## config.mk

```make
export PLATFORM = sky130hd
export DESIGN_NAME = ff_pipe_chain
export DESIGN_NICKNAME = d
export VERILOG_FILES = /design/src/rtl/ff_pipe_chain.sv
export SDC_FILE = /design/constraint.sdc
export NUM_CORES = 1
export LEC_CHECK = 0
export CORE_ASPECT_RATIO = 0.6
export CORE_MARGIN = 2
export CORE_UTILIZATION = 50
export DETAILED_ROUTE_END_ITERATION = 8
export MAX_ROUTING_LAYER = met4
export PLACE_DENSITY = 0.82
export SYNTH_ARGS = -nofsm -noshare
export SYNTH_HDL_FRONTEND = slang
export SYNTH_SLANG_ARGS = --single-unit
```

## constraint.sdc

```tcl
create_clock -name CLK -period 2.65 [get_ports CLK]
set_clock_uncertainty 0.2 [all_clocks]
set_input_delay 0.53 -clock CLK [delete_from_list [all_inputs] [get_ports CLK]]
set_output_delay 0.53 -clock CLK [all_outputs]
set_load 0.05 [all_outputs]
```

## src/rtl/ff_pipe_chain.sv

```systemverilog
// ---------------------------------------------------------------------------
// ff_pipe_chain
//   A register pipeline with a configurable number of stages and valid/ready
//   flow control. It stalls when the sink stalls and collapses bubbles.
//   DEPTH = 0 makes it a plain wire.
//
//   Optional feature, selected by the macro FF_PIPE_OCCUPANCY_EN:
//     adds a registered OCCUPANCY port that holds the number of valid stages.
//     When the macro is undefined, the port and the counter are not built.
// ---------------------------------------------------------------------------
module ff_pipe_chain #(
   parameter int               WIDTH   = 18,
   parameter int               DEPTH   = 3,
   parameter logic [WIDTH-1:0] RST_VAL = {WIDTH{1'b0}}
) (
   input  logic             CLK,
   input  logic             RST,
   input  logic             SCLR,
   input  logic             IN_VALID,
   output logic             IN_READY,
   input  logic [WIDTH-1:0] IN_DATA,
   output logic             OUT_VALID,
   input  logic             OUT_READY,
   output logic [WIDTH-1:0] OUT_DATA
`ifdef FF_PIPE_OCCUPANCY_EN
   ,
   output logic [((DEPTH == 0) ? 1 : $clog2(DEPTH + 1)) - 1:0] OCCUPANCY
`endif
);

   generate
      if (DEPTH == 0) begin : g_bypass
         // Pure wire. The clock, reset and clear have no effect here.
         logic unused_s;
         assign unused_s  = ^{CLK, RST, SCLR};
         assign OUT_VALID = IN_VALID;
         assign OUT_DATA  = IN_DATA;
         assign IN_READY  = OUT_READY;
`ifdef FF_PIPE_OCCUPANCY_EN
         assign OCCUPANCY = 1'b0;
`endif
      end else begin : g_chain
         logic [DEPTH-1:0] vld_s;
         logic [WIDTH-1:0] dat_s [DEPTH];
         logic [DEPTH-1:0] ready_s;

         for (genvar g = 0; g < DEPTH; g++) begin : g_stage
            logic             vld_r;
            logic [WIDTH-1:0] dat_r;
            logic             up_vld_s;
            logic [WIDTH-1:0] up_dat_s;

            if (g == 0) begin : g_head
               assign up_vld_s = IN_VALID;
               assign up_dat_s = IN_DATA;
            end else begin : g_body
               assign up_vld_s = vld_s[g-1];
               assign up_dat_s = dat_s[g-1];
            end

            // A stage can load if any stage from here to the output is empty,
            // or if the sink is taking the last word. This is the unrolled form
            // of ready[i] = !vld[i] | ready[i+1]. It has no combinational
            // self-dependency.
            assign ready_s[g] = ~(&vld_s[DEPTH-1:g]) | OUT_READY;

            // Stage register: clear on reset, take the upstream word when ready.
            // The data field only changes when a valid word arrives.
            always_ff @(posedge CLK or posedge RST) begin
               if (RST) begin
                  vld_r <= 1'b0;
                  dat_r <= RST_VAL;
               end else if (SCLR) begin
                  vld_r <= 1'b0;
                  dat_r <= RST_VAL;
               end else if (ready_s[g]) begin
                  vld_r <= up_vld_s;
                  if (up_vld_s) begin
                     dat_r <= up_dat_s;
                  end else begin
                     dat_r <= dat_r;
                  end
               end else begin
                  vld_r <= vld_r;
                  dat_r <= dat_r;
               end
            end

            assign vld_s[g] = vld_r;
            assign dat_s[g] = dat_r;
         end

         assign IN_READY  = ready_s[0];
         assign OUT_VALID = vld_s[DEPTH-1];
         assign OUT_DATA  = dat_s[DEPTH-1];

`ifdef FF_PIPE_OCCUPANCY_EN
         localparam int OCC_W = $clog2(DEPTH + 1);
         logic [OCC_W-1:0] occ_r;
         logic             in_fire_s;
         logic             out_fire_s;

         assign in_fire_s  = IN_VALID & ready_s[0];
         assign out_fire_s = vld_s[DEPTH-1] & OUT_READY;

         // Word count. Bubbles moving inside the chain never change it.
         // Only the handshakes at the two ends change it.
         always_ff @(posedge CLK or posedge RST) begin
            if (RST) begin
               occ_r <= {OCC_W{1'b0}};
            end else if (SCLR) begin
               occ_r <= {OCC_W{1'b0}};
            end else begin
               case ({in_fire_s, out_fire_s})
                  2'b10:   occ_r <= occ_r + OCC_W'(1);
                  2'b01:   occ_r <= occ_r - OCC_W'(1);
                  default: occ_r <= occ_r;
               endcase
            end
         end

         assign OCCUPANCY = occ_r;
`endif
      end
   endgenerate

endmodule

```

== Yosys cells after proc, flatten, opt, wreduce, memory -nomap -nowiden ==
Cells that the tools add are included.

* Flip-flop bits (word level): 57
* Logic and storage cells: 38

* Bitwise operators: 6
* Multiplexer cells: 15
* Reduce and logical (&&, ||, !) cells: 11

{| class="wikitable"
|+ Operators with widths
! cell !! count
|-
| two-way mux 18 bit || 9
|-
| nonzero test 2 bit || 6
|-
| AND reduction 2 bit || 4
|-
| two-way mux 1 bit || 6
|-
| NOT 1 bit || 3
|-
| bitwise OR 1 bit || 3
|-
| AND reduction 3 bit || 1
|}

== Longest topological paths before layout ==
Gate-level depths: netlist of run 1.

* Depth in word-level cells: 5
* Mapped depth: 4

== Least setup slack after synthesis of run 1 ==
OpenSTA, ideal clock, no wires.

* Kind: register to register
* Start point: reg g_chain.g_stage[2].vld_r (netlist: OUT_VALID)
* End point: reg g_chain.g_stage[0].dat_r[0]
* Arrival time: 1.694 ns
* Library setup time: 0.121 ns
* Clock period less this slack: 2.015 ns
* Data required time: 2.329 ns
* Path slack: 0.635 ns
* Stages on the path, launching flop included: 5
* Cells stage by stage: dfrtp_1 > nand4b_4 > nor3b_4 > buf_8 > a22o_1

* Cells in the longest elaborated chain, start to end: 5

{| class="wikitable"
|+ Ends and longest elaborated chain
! what !! RTL line !! text
|-
| from (decl) || 48 || <nowiki>logic vld_r;</nowiki>
|-
| from (signal assigned) || 77 || <nowiki>vld_r <= up_vld_s;</nowiki>
|-
| from (signal assigned) || 84 || <nowiki>vld_r <= vld_r;</nowiki>
|-
| AND reduction 3 bit || 65 || <nowiki>assign ready_s[g] = ~(&vld_s[DEPTH-1:g]) | OUT_READY;</nowiki>
|-
| NOT 1 bit || 65 ||
|-
| bitwise OR 1 bit || 65 ||
|-
| via IN_READY || 20 || <nowiki>output logic IN_READY,</nowiki>
|-
| nonzero test 2 bit (no line) || n/a ||
|-
| AND reduction 2 bit (no line) || n/a ||
|-
| to (signal assigned) || 79 || <nowiki>dat_r <= up_dat_s;</nowiki>
|-
| to (signal assigned) || 81 || <nowiki>dat_r <= dat_r;</nowiki>
|-
| to (signal assigned) || 85 || <nowiki>dat_r <= dat_r;</nowiki>
|-
| to (decl) || 49 || <nowiki>logic [WIDTH-1:0] dat_r;</nowiki>
|}

The timed path passes the listed nets, and every way through them passes these cells.
A chain may end at the register's enable or synchronous reset.

== Final worst setup path of run 1 ==
* Start point: reg g_chain.g_stage[2].vld_r (netlist: OUT_VALID)
* End point: out OUT_VALID

{| class="wikitable"
|+ RTL lines
! what !! RTL line !! text
|-
| to (decl) || 22 || <nowiki>output logic OUT_VALID,</nowiki>
|}

No word-level cell between the ends.

==> run summary, run 1 <==
The run finished with clean final reports. Summed over all nets, the half-perimeter wirelength after detailed placement is 3276 um. The total of buffers placed on input and output ports was 42. For the worst setup path, the data required time is 1920 ps. The run gives 0 as the post-detailed-route count of antenna-violating nets.

Compared with the post-synthesis result, the final layout area differs by 29.02%. By count the netlist is led by sky130_fd_sc_hd__dfrtp_1 (57), sky130_fd_sc_hd__a22o_1 (54), sky130_fd_sc_hd__buf_6 (4). STA puts the critical path data arrival time at 1670 ps.

The placement row count is 18. For this design, the slowest cell found on the critical path is sky130_fd_sc_hd__clkdlybuf4s50_1. The tree is rooted in a sky130_fd_sc_hd__clkbuf_8. Power spread over the standard cell area amounts to 625.7 nW/um^2.

Cell internal power was estimated by the tool at 1343 uW. The number of antenna diodes in the final layout is 0. The number of antenna violations at the first check in global routing is 0. The type of the tightest min-delay check is flip-flop to flip-flop. The most common cell in the synthesized netlist is sky130_fd_sc_hd__dfrtp_1.

The clock reaches the later pin of the worst-skew pair after 330 ps. The number of register bits inferred by synthesis works out to 57. The endpoint identified for the worst register-to-register timing path is g_chain.g_stage[0].dat_r[6]. The fraction of registers with async set/reset came out at 100.0%.

The tools report the routed wire length as 4474 um. The height of the chip works out to 54.86 um. The endpoint type of the worst setup path was an output pin. The logs give 0 for the number of pins with negative max-slew slack in the final report and 830 ps for the setup slack of the most critical reg-to-reg path. The worst stage delay on the critical path was 860 ps; the slack of the critical path was 251.3 ps. In this run, the clock network consumes 39.9% of the power.

The logic gate share of total power was 7.4%. The worst hold path terminates at g_chain.g_stage[1].dat_r[0]. The kind of cell adding the most delay to the critical path is buffers and inverters. The pin slew with the least headroom to its limit came out at 774.5 ps. During I/O placement, the number of pins put on the boundary was 43.

TritonCTS built the clock tree. The clock buffer count from CTS was 9. The tools report the critical path startpoint category as a flip-flop.

For the post-route non-filler standard cell count, the log shows 248. Sequential cells account for 52.8% of the total power. The total via count after detailed routing was 1368. sky130_fd_sc_hd__dfrtp_1 takes more of the synthesized area than any other cell. Once the clock tree was built, the setup fixing pass inserted 0 buffers. Counting along the longest clock path gives a buffer depth of 2.

The worst register-to-register path has a depth of 3. Using the TritonRoute via totals, the vias-per-cell ratio works out to 5.516. The tools report the count of distinct cell types in the synthesized netlist as 17. The critical path goes through clkdlybuf4s50_1. For the final count of hold timing violations, the log shows 0.

The wire length per cell after detailed routing came out at 18.04 um. The startpoint identified for the worst hold timing path is g_chain.g_stage[1].dat_r[0]. The number of iterations in the first detailed-routing pass came out at 4.

The standard cell core area is 4121 sq um, and the number of global-route vias before repair is 1327. The worst relative slew slack was 48.37%; the time the worst path needs with I/O delays and setup was 2399 ps. From left edge to right edge, the die measures 88.77 um. The leakage power summed over all cells was 0.001304 uW; the number of flops mapped to enable cells by yosys was 0. Across the VDD grid, the largest voltage drop is 0.3815 mV. OpenSTA, run right after detailed placement, puts the worst setup slack at 204.7 ps.

The max-cap violation count came out at 0. For this design, the CTS-stage hold fixing added 0 buffers. Setup violations remaining at the end of the flow were counted as 0. The aggregate global routing overflow is 0. Ranked by total cell area, the synthesized netlist is headed by sky130_fd_sc_hd__dfrtp_1 (66%), sky130_fd_sc_hd__a22o_1 (22%), sky130_fd_sc_hd__nor3b_4 (2.6%).

The number of warnings reported in the yosys synthesis log was 0. The first global-routing pass estimated 7176 um of wire. The post-synthesis cell count came out at 135.

The ratio of cells with drive above 1 in the final layout works out to 14.36%. Critical path start-end classification: flip-flop to output pin. The number of cells after detailed placement was 232. For this design, the sink count on the clock tree is 57. The total negative slack for setup checks came out at 0 ps.

In the finished design, the share of the clock period the worst path needs comes to 90.52%. Summed over all nets, the switching power comes to 397.0 uW. The floorplan step defined a die boundary enclosing 4870 sq um. Setup repair after global routing left no endpoint under its margin. The area share of the leading cell type in the synthesized netlist was 66.16%; the largest net degree at the start of global routing was 33. Once the floorplan was initialized, standard cells occupied 52.31% of the core. Summing the sequential cell areas from Yosys gives 66.16% of the chip area.

The worst register-to-register path begins at OUT_VALID. The highest fanout seen on the critical path is 5. The finished cells cover 2781 sq um. The number of design-rule violations left by the first detailed-router iteration is 122, and the number of gates given a new drive strength after cts is 0. The logs give 0.8013 for the placer congestion estimate and 206 for the number of nets in the finished design.

The buffering stage count on the worst path with inverters included is 1. Net switching is 22.81% of the power. The number of stages on the worst hold path is 1, and the top achievable clock speed is 0.4169 GHz. The count of unresolved DRC violations after routing is 0, and the mean instance size in the synthesized netlist is 15.97 sq um. Among all flip-flop cells after synthesis, the most frequent one is sky130_fd_sc_hd__dfrtp_1.

After synthesis the cells add up to 2156 sq um. Clock transition time at the flip-flop clock pins of the worst setup and hold paths: 60 ps. The deepest level of the CTS H-tree is 3. In this run the cell area measured after placement is 2608 sq um.

The aggregate global-route resource usage was 22.52%. The number of nets in the synthesized netlist is 158.
-- state kept, by name, indices dropped and copies added (netlist names) --
name and cells:
g_chain.g_stage.vld_r 2, g_chain.g_stage.dat_r 36, OUT_VALID 1, OUT_DATA 18
-- through the flow --
| step | utilization, % | total power, uW | hold slack (ps) |
|---|---|---|---|
| final | 67.49 | 1740 | 306.8 |
| after global routing | 67.49 | 1815 | 327.1 |
| after CTS | 67.49 | 1755 | 303.4 |
| after detailed placement | 63.27 | 1063 | 290.9 |
| after global placement | 63.27 | 1054 | 287.1 |
| after floorplan | - | 1008 | 266.2 |
-- power by group through the flow --
stage	clock, uW	sequential [uW]	combinational, uW
2_1_floorplan	0	931	77.1
3_3_place_gp	0	932	122
3_5_place_dp	0	933	130
4_1_cts	707	918	130
5_1_grt	752	921	142
6_report	694	918	128
-- how the worst max path moves through the flow --
stage,to,slack (ps),depth (start not counted),startpoint
2_1_floorplan,OUT_DATA[0],520,1,RST
3_3_place_gp,g_chain.g_stage[0].dat_r[1],330,4,OUT_READY
3_5_place_dp,g_chain.g_stage[0].dat_r[6],200,4,OUT_READY
4_1_cts,OUT_VALID,230,1,OUT_VALID
5_1_grt,OUT_VALID,190,1,OUT_VALID
6_report,OUT_VALID,250,1,OUT_VALID
-- logic make-up (layout without fill, tap and decap cells) --
family                 Yosys count  after routing  synth area share (%)
AOI/OAI and AO/OA               59             59                 24.32
DFF                             57             57                 66.16
buffers and inverters           10             63                 4.294
and+or+nand+nor                  9              9                 5.224
-- placed cells by master, fill, tap and decap left out --
cell	count
sky130_fd_sc_hd__a21oi_1	2
sky130_fd_sc_hd__a21oi_2	1
sky130_fd_sc_hd__a21oi_4	2
sky130_fd_sc_hd__a22o_1	54
sky130_fd_sc_hd__and2b_1	1
sky130_fd_sc_hd__buf_12	2
sky130_fd_sc_hd__buf_4	1
sky130_fd_sc_hd__clkbuf_1	2
sky130_fd_sc_hd__clkbuf_8	11
sky130_fd_sc_hd__clkdlybuf4s50_1	41
sky130_fd_sc_hd__clkinv_2	3
sky130_fd_sc_hd__dfrtp_1	57
sky130_fd_sc_hd__inv_1	1
sky130_fd_sc_hd__inv_2	2
sky130_fd_sc_hd__nand2b_1	1
sky130_fd_sc_hd__nand3b_2	1
sky130_fd_sc_hd__nand4b_4	1
sky130_fd_sc_hd__nor2_1	2
sky130_fd_sc_hd__nor3b_4	3
-- cell type report --
class / count / area (sq um)
sequential: 57 / 1426
fill: 272 / 1340
multi-input combinational: 68 / 636.9
timing repair buffer: 44 / 457.9
clock buffer: 13 / 158.9
tap: 60 / 75.07
clock inverter: 3 / 15.01
inverter: 3 / 11.26
-- layer usage --
| layer | part of all wire [%] | up-vias | GRT usage [%] |
|---|---|---|---|
| li1 | - | 625 | - |
| met1 | 49 | 681 | 31.21 |
| met2 | 44 | 58 | 29.48 |
| met3 | 6.4 | 4 | 10.26 |
| met4 | 1.2 | 0 | 6.818 |
| met5 | 0 | - | - |
Power figures use the tool's default switching activity.
==> inputs of run 2 (changes only) <==
--- a/config.mk
+++ b/config.mk
@@ -6,7 +6,6 @@
 export NUM_CORES = 1
 export LEC_CHECK = 0
 export CORE_ASPECT_RATIO = 0.6
-export CORE_MARGIN = 2
 export CORE_UTILIZATION = 50
 export DETAILED_ROUTE_END_ITERATION = 8
 export MAX_ROUTING_LAYER = met4
==> run 2 against run 1 <==
Effect of this change: combinational power barely moved; wire length rose by 0.76%; total power rose by 3.3%; non-clock buffer count rose by 1; worst setup slack got worse by 42 ps; cell count rose by 0.40%; first-iteration DRC count fell by 11%; core utilization rose by 0.33 points; sequential share of layout area fell by 0.25 points; sequential cell count did not move; register-to-register slack barely moved; fmax fell by 1.7%; critical path type unchanged; largest cell class unchanged; highest routed layer unchanged.
==> run summary, run 2 (synthesis gave the netlist of run 1 again) <==
The flow ran to the end, and the final reports show no timing, DRC or antenna violations. Setup repair after global routing left no endpoint under its margin. The critical path in this run is classified as flip-flop to output pin.

Summed over all failing endpoints, the final setup total negative slack is 0 ps. The register containing the most flip-flops in the final layout was g_chain.g_stage.dat_r. On the critical path the largest part of the delay comes from buffers and inverters. Entering global routing, the biggest net connects 28 pins. The tools report the clock root buffer as sky130_fd_sc_hd__clkbuf_8.

The data required time of the worst path was 1920 ps. Setup violations remaining at the end of the flow were counted as 0. The switching share of power is 22.37%.

On the critical path, the stage with the largest delay is an instance of sky130_fd_sc_hd__clkdlybuf4s50_1. The buffering stage count on the worst path with inverters included works out to 1. STA puts the critical path data arrival time at 1710 ps.

The wire length per cell after detailed routing was 18.10 um; the number of stages on the worst hold path was 1. The die extent in x was 86.77 um. STA classifies the critical path startpoint as a flip-flop. Per report_power, the combinational group accounts for 7.1% of the total. The post-detailed-route count of antenna-violating nets came out at 0.

The number of buffers inserted by post-CTS setup repair is 0, and the max-cap violation count is 0. Global routing consumed, over all layers together, 23.06% of the routing resources. The detailed router placed 1401 vias in this run.

Counting tap cells, the placed design contains a total of 233 instances. The floorplan step defined a die boundary enclosing 4587 sq um. The number of antenna violations at the first check in global routing was 0; the flip-flop count of the largest register after layout was 36. Cells with a size suffix above 1 make up 15.34% of the layout.

The number of global-route vias before repair is 1256. The logs give 0.4097 GHz for the top achievable clock speed and 0 for the aggregate global routing overflow. Number of nets in the finished design: 207. The run gives 0 as the final count of hold timing violations.

The worst setup path is captured at an output pin. For this design the ratio of total power to cell area is 643.0 nW/um^2. For the count of unresolved DRC violations after routing, the log shows 0.

The tightest min-delay check is of the flip-flop to flip-flop type. Counting every sink on the clock net gives 57. The fraction of the cycle the final worst path needs is 92.10%, and the number of cells traversed by the worst register-to-register path is 3.

The region available for standard cell placement spans 4121 sq um. TritonCTS built the clock tree. The number of clock buffers added by TritonCTS is 9. The routed wire length is 4508 um, and the I/O pin count is 43.

The worst-case IR drop observed on VDD is 0.3674 mV. The top cell types in the final layout, fill and taps aside, are sky130_fd_sc_hd__dfrtp_1 (57), sky130_fd_sc_hd__a22o_1 (54), sky130_fd_sc_hd__clkdlybuf4s50_1 (41). The path length in cells of the critical path was 1. The floorplan step set the die height to 52.86 um. After clock tree synthesis, the repair step resized 0 gates. The first-pass GRT wire length is 6962 um.

The longest clock path from root to sink contains 2 buffers. The placement row count is 18. The number of hold buffers added after CTS was 0. After the first detailed-routing iteration, the DRC count stood at 109. The tools report the total net switching power as 402.1 uW.

The leakage power summed over all cells was 0.001314 uW; the time the worst path needs with I/O delays and setup was 2441 ps. The highest fanout seen on the critical path is 5, and the worst stage delay on the critical path is 870 ps. For this run, the detailed router's first-pass iteration total came to 6. Sequential cells account for 51.2% of the total power. The H-tree was split into 3 levels. The internal power of the cells totals 1395 uW. The via-per-instance ratio was 5.627.

At the pin with the least slew margin, the transition time is 739.2 ps. The finished layout holds 249 standard cells, fillers aside. The tools report the worst relative slew slack as 50.72%. Clock transition time at the flip-flop clock pins of the worst setup and hold paths: 60 ps.

In this run the tool buffered the top-level ports with 42 buffer cells. The signal on the critical path passes through clkdlybuf4s50_1. At the later pin of the worst-skew pair, clock insertion delay measures 330 ps. Once the floorplan was initialized, standard cells occupied 52.31% of the core. Number of antenna repair diodes: 0. The number of pins with negative max-slew slack in the final report is 0, and the layout overhead on the synthesized area is 29.66%.

The placer congestion estimate is 0.7692. Summed over all nets, the half-perimeter wirelength after detailed placement is 3265 um. For the part of the power in the clock network, the log shows 41.8%.

The library cell used most frequently in the layout, excluding fill and tap cells, is sky130_fd_sc_hd__dfrtp_1.
[run 2: cell type report]
cell class	count	area (sq um)
Tap cell	60	75.07
Clock buffer	14	182.7
Clock inverter	2	10.01
Inverter	3	11.26
Timing Repair Buffer	45	452.9
Multi-Input combinational cell	68	636.9
Sequential cell	57	1426
Fill cell	277	1326
[run 2: path summary, 6_finish.rpt]
check | startpoint | to | slack (ps)
setup / recovery | OUT_VALID | OUT_VALID | 210
hold / removal | OUT_DATA[17] | OUT_DATA[17] | 310
setup reg to reg | OUT_VALID | g_chain.g_stage[0].dat_r[14] | 820
hold reg to reg | OUT_DATA[17] | OUT_DATA[17] | 310
max in group asynchronous | RST | g_chain.g_stage[0].dat_r[7] | 1200
min in group asynchronous | RST | OUT_DATA[7] | 380
[run 2: metal layers]
layer / track usage, % / share of wire [%]
met4: 7.222 / 1.1
met3: 10.14 / 6.1
met1: 31.11 / 47
met5: - / 0
met2: 31.35 / 46
[run 2: power by group through the flow]
| stage | logic [uW] | registers (uW) | clock network (uW) |
|---|---|---|---|
| after global placement | 121 | 932 | 0 |
| after CTS | 128 | 919 | 770 |
| after detailed placement | 127 | 934 | 0 |
| after floorplan | 77.1 | 931 | 0 |
| after global routing | 138 | 921 | 818 |
| final | 127 | 920 | 750 |
[run 2: per-stage QoR]
step	total power, uW	area [sq um]	util (%)	hold slack, ps	setup slack (ps)
after floorplan	1008	2156	-	266.2	520.4
after global placement	1053	2603	63.15	288.6	344.1
after detailed placement	1061	2603	63.15	295.0	230.9
after CTS	1817	2795	67.82	308.7	187.4
after global routing	1877	2795	67.82	315.1	149.1
final	1797	2795	67.82	309.7	209.4
